<file path="src/rtl/mips_ctrl_pkg.sv">
// Shared definitions for the multicycle MIPS control path:
// FSM states, opcode/funct constants, ALUOp and ALU operation codes.
package mips_ctrl_pkg;

   typedef enum logic [3:0] {
      S_FETCH   = 4'd0,
      S_DECODE  = 4'd1,
      S_MEMADR  = 4'd2,
      S_MEMRD   = 4'd3,
      S_MEMWB   = 4'd4,
      S_MEMWR   = 4'd5,
      S_RTYPEEX = 4'd6,
      S_RTYPEWB = 4'd7,
      S_BEQEX   = 4'd8,
      S_ADDIEX  = 4'd9,
      S_ADDIWB  = 4'd10,
      S_JEX     = 4'd11
   } state_t;

   typedef enum logic [1:0] {
      ALUOP_ADD   = 2'b00,
      ALUOP_SUB   = 2'b01,
      ALUOP_FUNCT = 2'b10
   } aluop_t;

   localparam logic [5:0] OP_RTYPE = 6'b000000;
   localparam logic [5:0] OP_LW    = 6'b100011;
   localparam logic [5:0] OP_SW    = 6'b101011;
   localparam logic [5:0] OP_BEQ   = 6'b000100;
   localparam logic [5:0] OP_ADDI  = 6'b001000;
   localparam logic [5:0] OP_J     = 6'b000010;

   localparam logic [5:0] FN_ADD = 6'b100000;
   localparam logic [5:0] FN_SUB = 6'b100010;
   localparam logic [5:0] FN_AND = 6'b100100;
   localparam logic [5:0] FN_OR  = 6'b100101;
   localparam logic [5:0] FN_SLT = 6'b101010;

   localparam logic [2:0] ALU_AND = 3'b000;
   localparam logic [2:0] ALU_OR  = 3'b001;
   localparam logic [2:0] ALU_ADD = 3'b010;
   localparam logic [2:0] ALU_SUB = 3'b110;
   localparam logic [2:0] ALU_SLT = 3'b111;

endpackage

</file>
<file path="src/rtl/multicycle_control_unit_alu_decoder.sv">
// Combinational ALU decoder: (aluop, funct) -> aluoperations.
// Unknown funct codes fall back to ADD.
module alu_decoder
   import mips_ctrl_pkg::*;
(
   input  aluop_t     aluop,
   input  logic [5:0] funct,
   output logic [2:0] aluoperations
);

   always_comb begin
      aluoperations = ALU_ADD;
      unique case (aluop)
         ALUOP_ADD: aluoperations = ALU_ADD;
         ALUOP_SUB: aluoperations = ALU_SUB;
         ALUOP_FUNCT: begin
            unique case (1'b1)
               (funct == FN_SUB): aluoperations = ALU_SUB;
               (funct == FN_AND): aluoperations = ALU_AND;
               (funct == FN_OR):  aluoperations = ALU_OR;
               (funct == FN_SLT): aluoperations = ALU_SLT;
               default:           aluoperations = ALU_ADD;
            endcase
         end
         default: aluoperations = ALU_ADD;
      endcase
   end

endmodule

</file>
<file path="src/rtl/multicycle_control_unit.sv">
// Main control FSM of the multicycle MIPS datapath.
// Ports: opcode/funct from IR, isZero, memReady in; mux selects,
// write enables, ALUoperations, instrDone, illegalInstr out.
module multicycle_control_unit
   import mips_ctrl_pkg::*;
#(
   parameter bit USE_MEM_READY = 1'b1
) (
   input  logic       clk,
   input  logic       reset,
   input  logic [5:0] opcode,
   input  logic [5:0] funct,
   input  logic       isZero,
   input  logic       memReady,
   output logic       PCEn,
   output logic       IorD,
   output logic       MemWrite,
   output logic       IRWrite,
   output logic       RegDst,
   output logic       MemtoReg,
   output logic       RegWrite,
   output logic       ALUSrcA,
   output logic [1:0] ALUSrcB,
   output logic [1:0] PCSrc,
   output logic [2:0] ALUoperations,
   output logic       instrDone,
   output logic       illegalInstr
);

   state_t state;
   aluop_t aluop;
   logic   rdy;
   logic   pcwrite;
   logic   branch;
   logic   legal;

   assign rdy = USE_MEM_READY ? memReady : 1'b1;

   assign legal = (opcode == OP_LW)    ||
                  (opcode == OP_SW)    ||
                  (opcode == OP_RTYPE) ||
                  (opcode == OP_BEQ)   ||
                  (opcode == OP_ADDI)  ||
                  (opcode == OP_J);

   always_ff @(posedge clk) begin
      if (reset) begin
         state <= S_FETCH;
      end else begin
         unique case (state)
            S_FETCH:
               if (rdy) state <= S_DECODE;
            S_DECODE: begin
               unique case (1'b1)
                  (opcode == OP_LW),
                  (opcode == OP_SW):    state <= S_MEMADR;
                  (opcode == OP_RTYPE): state <= S_RTYPEEX;
                  (opcode == OP_BEQ):   state <= S_BEQEX;
                  (opcode == OP_ADDI):  state <= S_ADDIEX;
                  (opcode == OP_J):     state <= S_JEX;
                  default:              state <= S_FETCH;
               endcase
            end
            S_MEMADR:
               state <= (opcode == OP_SW) ? S_MEMWR : S_MEMRD;
            S_MEMRD:
               if (rdy) state <= S_MEMWB;
            S_MEMWR:
               if (rdy) state <= S_FETCH;
            S_RTYPEEX: state <= S_RTYPEWB;
            S_ADDIEX:  state <= S_ADDIWB;
            default:   state <= S_FETCH;
         endcase
      end
   end

   always_comb begin
      IorD         = 1'b0;
      MemWrite     = 1'b0;
      IRWrite      = 1'b0;
      RegDst       = 1'b0;
      MemtoReg     = 1'b0;
      RegWrite     = 1'b0;
      ALUSrcA      = 1'b0;
      ALUSrcB      = 2'b00;
      PCSrc        = 2'b00;
      aluop        = ALUOP_ADD;
      pcwrite      = 1'b0;
      branch       = 1'b0;
      instrDone    = 1'b0;
      illegalInstr = 1'b0;
      unique case (state)
         S_FETCH: begin
            ALUSrcB = 2'b01;
            IRWrite = rdy;
            pcwrite = rdy;
         end
         S_DECODE: begin
            ALUSrcB      = 2'b11;
            illegalInstr = ~legal;
         end
         S_MEMADR: begin
            ALUSrcA = 1'b1;
            ALUSrcB = 2'b10;
         end
         S_MEMRD: IorD = 1'b1;
         S_MEMWB: begin
            MemtoReg  = 1'b1;
            RegWrite  = 1'b1;
            instrDone = 1'b1;
         end
         S_MEMWR: begin
            IorD      = 1'b1;
            MemWrite  = 1'b1;
            instrDone = rdy;
         end
         S_RTYPEEX: begin
            ALUSrcA = 1'b1;
            aluop   = ALUOP_FUNCT;
         end
         S_RTYPEWB: begin
            RegDst    = 1'b1;
            RegWrite  = 1'b1;
            instrDone = 1'b1;
         end
         S_BEQEX: begin
            ALUSrcA   = 1'b1;
            aluop     = ALUOP_SUB;
            PCSrc     = 2'b01;
            branch    = 1'b1;
            instrDone = 1'b1;
         end
         S_ADDIEX: begin
            ALUSrcA = 1'b1;
            ALUSrcB = 2'b10;
         end
         S_ADDIWB: begin
            RegWrite  = 1'b1;
            instrDone = 1'b1;
         end
         S_JEX: begin
            PCSrc     = 2'b10;
            pcwrite   = 1'b1;
            instrDone = 1'b1;
         end
         default: ;
      endcase
      PCEn = pcwrite | (branch & isZero);
      // Reset overrides every enable so no write escapes an aborted state.
      if (reset) begin
         PCEn         = 1'b0;
         IRWrite      = 1'b0;
         MemWrite     = 1'b0;
         RegWrite     = 1'b0;
         instrDone    = 1'b0;
         illegalInstr = 1'b0;
      end
   end

   alu_decoder u_alu_decoder (
      .aluop         (aluop),
      .funct         (funct),
      .aluoperations (ALUoperations)
   );

endmodule
</file>
<file path="config.mk">
export PLATFORM = sky130hd
export DESIGN_NAME = multicycle_control_unit
export DESIGN_NICKNAME = d
export VERILOG_FILES = /design/src/rtl/mips_ctrl_pkg.sv /design/src/rtl/multicycle_control_unit_alu_decoder.sv /design/src/rtl/multicycle_control_unit.sv
export SDC_FILE = /design/constraint.sdc
export NUM_CORES = 1
export LEC_CHECK = 0
export CORE_MARGIN = 4
export CORE_UTILIZATION = 30
export CTS_BUF_LIST = sky130_fd_sc_hd__clkbuf_16
export CTS_CLUSTER_SIZE = 8
export DETAILED_ROUTE_END_ITERATION = 8
export DONT_BUFFER_PORTS = 1
export PLACE_DENSITY = 0.42
export REMOVE_ABC_BUFFERS = 1
export SLEW_MARGIN = 20
export SYNTH_ARGS = -nofsm -noshare
export SYNTH_HDL_FRONTEND = slang
export SYNTH_SLANG_ARGS = --single-unit
</file>
<file path="constraint.sdc">
create_clock -name clk -period 1.9 [get_ports clk]
set_input_delay 0.57 -clock clk [delete_from_list [all_inputs] [get_ports clk]]
set_output_delay 0.57 -clock clk [all_outputs]
set_load 0.05 [all_outputs]
</file>
-- Word level (Yosys, flattened, before mapping)
Index checks and enable logic that the tools add are counted.
- mux-type cells: 28
- bitwise operators: 3
- reduce and logical (&&, ||, !) cells: 14
- equality and inequality tests: 25
- operators by type and width (cell ; number):
    6-bit equality test (second input constant) ; 6
    4-bit case mux with 7 select lines ; 1
    4-bit case mux with 5 select lines ; 1
    4-bit by 3-bit equality test with 1-bit output (second input constant) ; 4
    4-bit equality test (second input constant) ; 4
    1-bit 2-to-1 mux ; 15
    4-bit 2-to-1 mux ; 3
    3-bit case mux with 4 select lines ; 1
    4-bit by 2-bit equality test with 1-bit output (second input constant) ; 2
    2-bit case mux with 2 select lines ; 2
    6-bit by 2-bit equality test with 1-bit output (second input constant) ; 1
    6-bit by 3-bit equality test with 1-bit output (second input constant) ; 1
    6-bit by 4-bit equality test with 1-bit output (second input constant) ; 1
    6-bit zero test ; 1
    2-bit inequality test (second input constant) ; 3
    2-bit case mux with 3 select lines ; 1
    3-bit case mux with 2 select lines ; 1
    2-bit OR reduction ; 3
    1-bit logical OR ; 5
    5-bit OR reduction ; 1
    4-bit by 1-bit equality test with 1-bit output (second input constant) ; 1
    4-bit zero test ; 1
    1-bit case mux with 2 select lines ; 2
    4-bit OR reduction ; 1
    8 further kinds ; 8
- output and inout port bits: 17
- bits in registers: 4

-- Depth between registers and ports, before layout
- depth in word-level cells: 9
- depth in mapped cells: 7

-- Cells and area by module
Synthesis repeated with hierarchy kept, for this count alone.
- cells, all modules: 94
- area total of the unflattened synthesis: 680.7 um2
- by module, submodules not included (module ; cells each ; instances ; seq. area each (um2) ; area each (um2)):
    multicycle_control_unit ; 79 ; 1 ; 80.1 ; 563.0
    alu_decoder ; 15 ; 1 ; 0.0 ; 117.6

-- Worst setup path before layout
OpenSTA, ideal clock, no wires.
- kind: in2out
- from: input reset
- to: output instrDone
- path buffers: 1
- arrival time: 2270 ps
- path slack: -940 ps
- cell stages on the path: 2
- data required time: 1330 ps
- cells stage by stage: clkbuf_8 -> nor4_1
- word-level cells in the longest chain between the ends: 1
- RTL lines (item ; RTL line ; text):
    from (decl) ; multicycle_control_unit.sv:10 ; input logic reset,
    1-bit 2-to-1 mux ; multicycle_control_unit.sv:150 ; if (reset) begin
    to (decl) ; multicycle_control_unit.sv:26 ; output logic instrDone,
No other way between the ends.

-- Worst setup path after layout
- from: register state[0]
- to: output ALUoperations[0]
- word-level cells in the longest chain between the ends: 4
- elaborated cells between the ends (all ways): 6
- classes of those cells: eq/ne (4); mux (2)
- RTL lines (item ; RTL line ; text):
    from (decl) ; multicycle_control_unit.sv:30 ; state_t state;
    from (signal assigned) ; multicycle_control_unit.sv:65 ; state <= (opcode == OP_SW) ? S_MEMWR : S_MEMRD;
    4-bit equality test or 4-bit by 3-bit equality test with 1-bit output (tied branches) ; multicycle_control_unit.sv:92 ; unique case (state)
    2-bit case mux with 2 select lines * ; multicycle_control_unit.sv:92 ;
    2-bit equality test or 2-bit by 1-bit equality test with 1-bit output (tied branches) ; multicycle_control_unit_alu_decoder.sv:13 ; unique case (aluop)
    3-bit case mux with 2 select lines * ; multicycle_control_unit_alu_decoder.sv:13 ;
    to (decl) ; multicycle_control_unit.sv:25 ; output logic [2:0] ALUoperations,
Every way passes the cells marked *; elsewhere a longest branch is shown, timed or not.

==> results.md <==
- Cells after Synth: roughly 100
- # DRC: 0
- Nets@finish: 160
- Tightest Hold Check Type: in2reg
- Pleak: roughly 0.52 nW
- Standard-cell rows: 17
- Initial Util: 31.82%
- Post-route setup TNS: -1.312 ns
- Power per cell area: 396.8 mW/mm^2
- Antenna diodes: 0
- CP Capture Type: output pin
- Combinational share of power: 22.2%
- Final Max Slew Viols: 0
- RSZ-0062 raised after global routing: true
- I/O pin cnt: 33
- Post-detailed-route wirelength per cell: approximately 14 microns
- Clock power share: 61.6%
- Synth Area per Inst: about 7.3 sq um
- Worst slew pin tran: 0.3120 ns
- CTS root buf: clkbuf_16
- Post-synthesis sequential area ratio: 11.27%
- # H-tree levels: 1
- Most flops, register: state
- Non-Filler Instances: approximately 170
- Syn. warnings: 0
- Routed Antenna Nets: 0
- Die width: 56.67 microns
- Clock Sink Count: 4
- Total power: 534.8 uW
- Core footprint: 0.002233 sq mm
- Final Cycle Share: 112.8%
- Total GRT Usage: 15.18%
- Clock slew at reported path FFs: 0.03 ns
- Async set-reset flop share out of synthesis: 0%
- Max reg flops: 4
- Yosys cell types: 42
- Flop pwr share: 16.2%
- PnR worst setup slack: -0.2438 ns
- Failing checks: negative setup slack
- Status: finished, violations left
- P&R area growth vs syn: 89.61%
- Worst Setup Start Kind: register
- Synth Cell Area: slightly above 700 sq um
- Largest net degree at the start of global routing: 13
- Hold path startpoint: reset
- Largest regs: state: 4 flops
- Synth Flop Type: dfxtp_1
- DR vias: 892
- Placed insts: ~160
- Pre-antenna DRT Iters: 4
- Detailed Route WL: around 2400 microns
- Antenna violations before repair: 0
- Crit path kind: reg2out
- Total gr overflow: 0
- Worst Setup SP: state[0]
- Port bufs: 0
- Final setup vio count: 10
- First-pass GRT wire length: 3864 microns
- Number of max-cap violations: 0
- Worst path required time: 1.33 ns
- Internal: 406.9 uW
- CTS tree: done
- Fmax: 466.5 MHz
- P_sw: 127.9 uW
- # fillers: roughly 190
- Dpl ws: -0.1006 ns
- Fin area: 0.001348 sq mm
- Final Critical Period: 2.144 ns
- Clock buffer depth: 2
- FF-to-FF Start: state[2]
- Hpwl dp: 1741 microns
- CTS Hold Buffers Added: 0
- Hold Fails Final Rpt: 0
- Layout cells sized above 1: 61.87%
- Max_slew headroom: 79.01%
- Yosys reg bits: 4
- Max FO, Critical Path: 3
- Clk_lat worst skew: approximately 0.23 ns
- Average vias per placed instance: 5.341
- Post-synth EDFFs: 0
- Sw Share: 23.91%
- Vias in the first global route: 857
- Crit path DAT: around 1.6 ns
- Die height: ~57 microns
- Die area: 0.003211 sq mm
- Routability cong.: 0.8211
- Initial drt markers: 17
- Placed Area: 999.7 sq um
- CTS Buf Count: 3
- Worst Clk Skew: 0.002265 ns
- Peak VDD IR: roughly 0.33 mV
==> worst max-delay path, cell delays in order, from the launching register on <==
cell	delay, ns
dfxtp_2	0.32
nand2b_4	0.14
or2_4	0.26
ha_4	0.28
nand2_2	0.05
a21oi_2	0.12
buf_6	0.17
==> Yosys cell counts (2+ instances only) <==
cell type | n | area (sq um)
inv_1 | 4 | 15.01
and3_1 | 3 | 18.77
o21ai_1 | 2 | 10.01
clkbuf_8 | 2 | 27.53
a211oi_1 | 3 | 22.52
nand2b_1 | 5 | 31.28
nand2_1 | 5 | 18.77
nor2_1 | 12 | 45.04
nor4_1 | 4 | 25.02
nand3_1 | 3 | 15.01
nor3_1 | 5 | 25.02
xnor2_1 | 2 | 17.52
a21oi_1 | 9 | 45.04
dfxtp_1 | 4 | 80.08
nor2b_1 | 2 | 12.51
o21ai_0 | 3 | 15.01
or2_1 | 2 | 12.51
buf_6 | 2 | 22.52
ha_1 | 3 | 37.54
==> layer usage <==
| layer | vias to the layer above | share of wire [%] | GRT usage (%) |
|---|---|---|---|
| li1 | 445 | - | - |
| met1 | 419 | 42 | 18.11 |
| met2 | 26 | 53 | 26.40 |
| met3 | 2 | 4.9 | 2.759 |
| met4 | 0 | 0.79 | 6.102 |
| met5 | - | 0 | 0 |
==> layout by cell type (no fill, tap or decap), types with 2 or more instances in the layout <==
master     count
buf_4         24
buf_6         16
nor2_1         7
a21oi_1        7
nand2b_4       4
nor2_2         4
nand2_1        4
inv_2          3
and3_1         3
nor2_4         3
nor3_2         3
nor4_1         3
o21ai_0        3
clkbuf_16      3
inv_1          2
a21oi_2        2
o21ai_1        2
nand3_2        2
a211oi_2       2
a211oi_1       2
nand2b_1       2
ha_4           2
buf_12         2
dfxtp_2        2
dfxtp_4        2
==> area by class of cell <==
class / instances / area, sq um / share of cell area (%)
Inverter: 5 / 18.77 / 1.393
Tap cell: 28 / 35.03 / 2.600
Timing Repair Buffer: 43 / 415.4 / 30.83
Multi-Input combinational cell: 84 / 713.2 / 52.92
Sequential cell: 4 / 90.09 / 6.685
Clock buffer: 3 / 75.07 / 5.571
==> final timing paths <==
path                 endpoint  slack (ns)  depth (start not counted)
max          ALUoperations[0]       -0.24                          6
max reg2reg          state[2]        0.37                          7
min                  state[1]        0.41                          1
min reg2reg          state[1]        0.72                          3
==> through the flow <==
stage | utilization (%) | hold slack [ns]
finish | 60.34 | 0.4103
global route | 60.34 | 0.4099
CTS | 54.96 | 0.4100
detailed placement | 44.76 | 0.6511
global placement | 44.76 | 0.6502
floorplan | - | 0.5847
==> repair_timing <==
| action | CTS | global route |
|---|---|---|
| pin swaps | 7 | 3 |
| gates resized for setup | 33 | 19 |
| setup buffers | 2 | 6 |
| setup endpoints to repair | 10 | 13 |
==> power by group through the flow <==
stage	sequential (mW)	combinational, mW	clock (mW)
2_1_floorplan	0.0926	0.0644	0
5_1_grt	0.0868	0.127	0.344
4_1_cts	0.0869	0.111	0.336
6_report	0.0864	0.119	0.329
3_3_place_gp	0.0890	0.104	0
3_5_place_dp	0.0889	0.105	0
==> kinds of logic (layout without fill, tap and decap cells) <==
family / Yosys count / in the layout / share of synthesized area, %
AOI/OAI and AO/OA: 25 / 25 / 23.94
xor gates and xnor gates: 2 / 2 / 2.465
adders and majority gates: 3 / 3 / 5.282
buffers and inverters: 10 / 51 / 10.39
DFF: 4 / 4 / 11.27
muxes: 1 / 1 / 1.409
and+or+nand+nor: 53 / 53 / 45.25
Power figures use the tool's default switching activity.
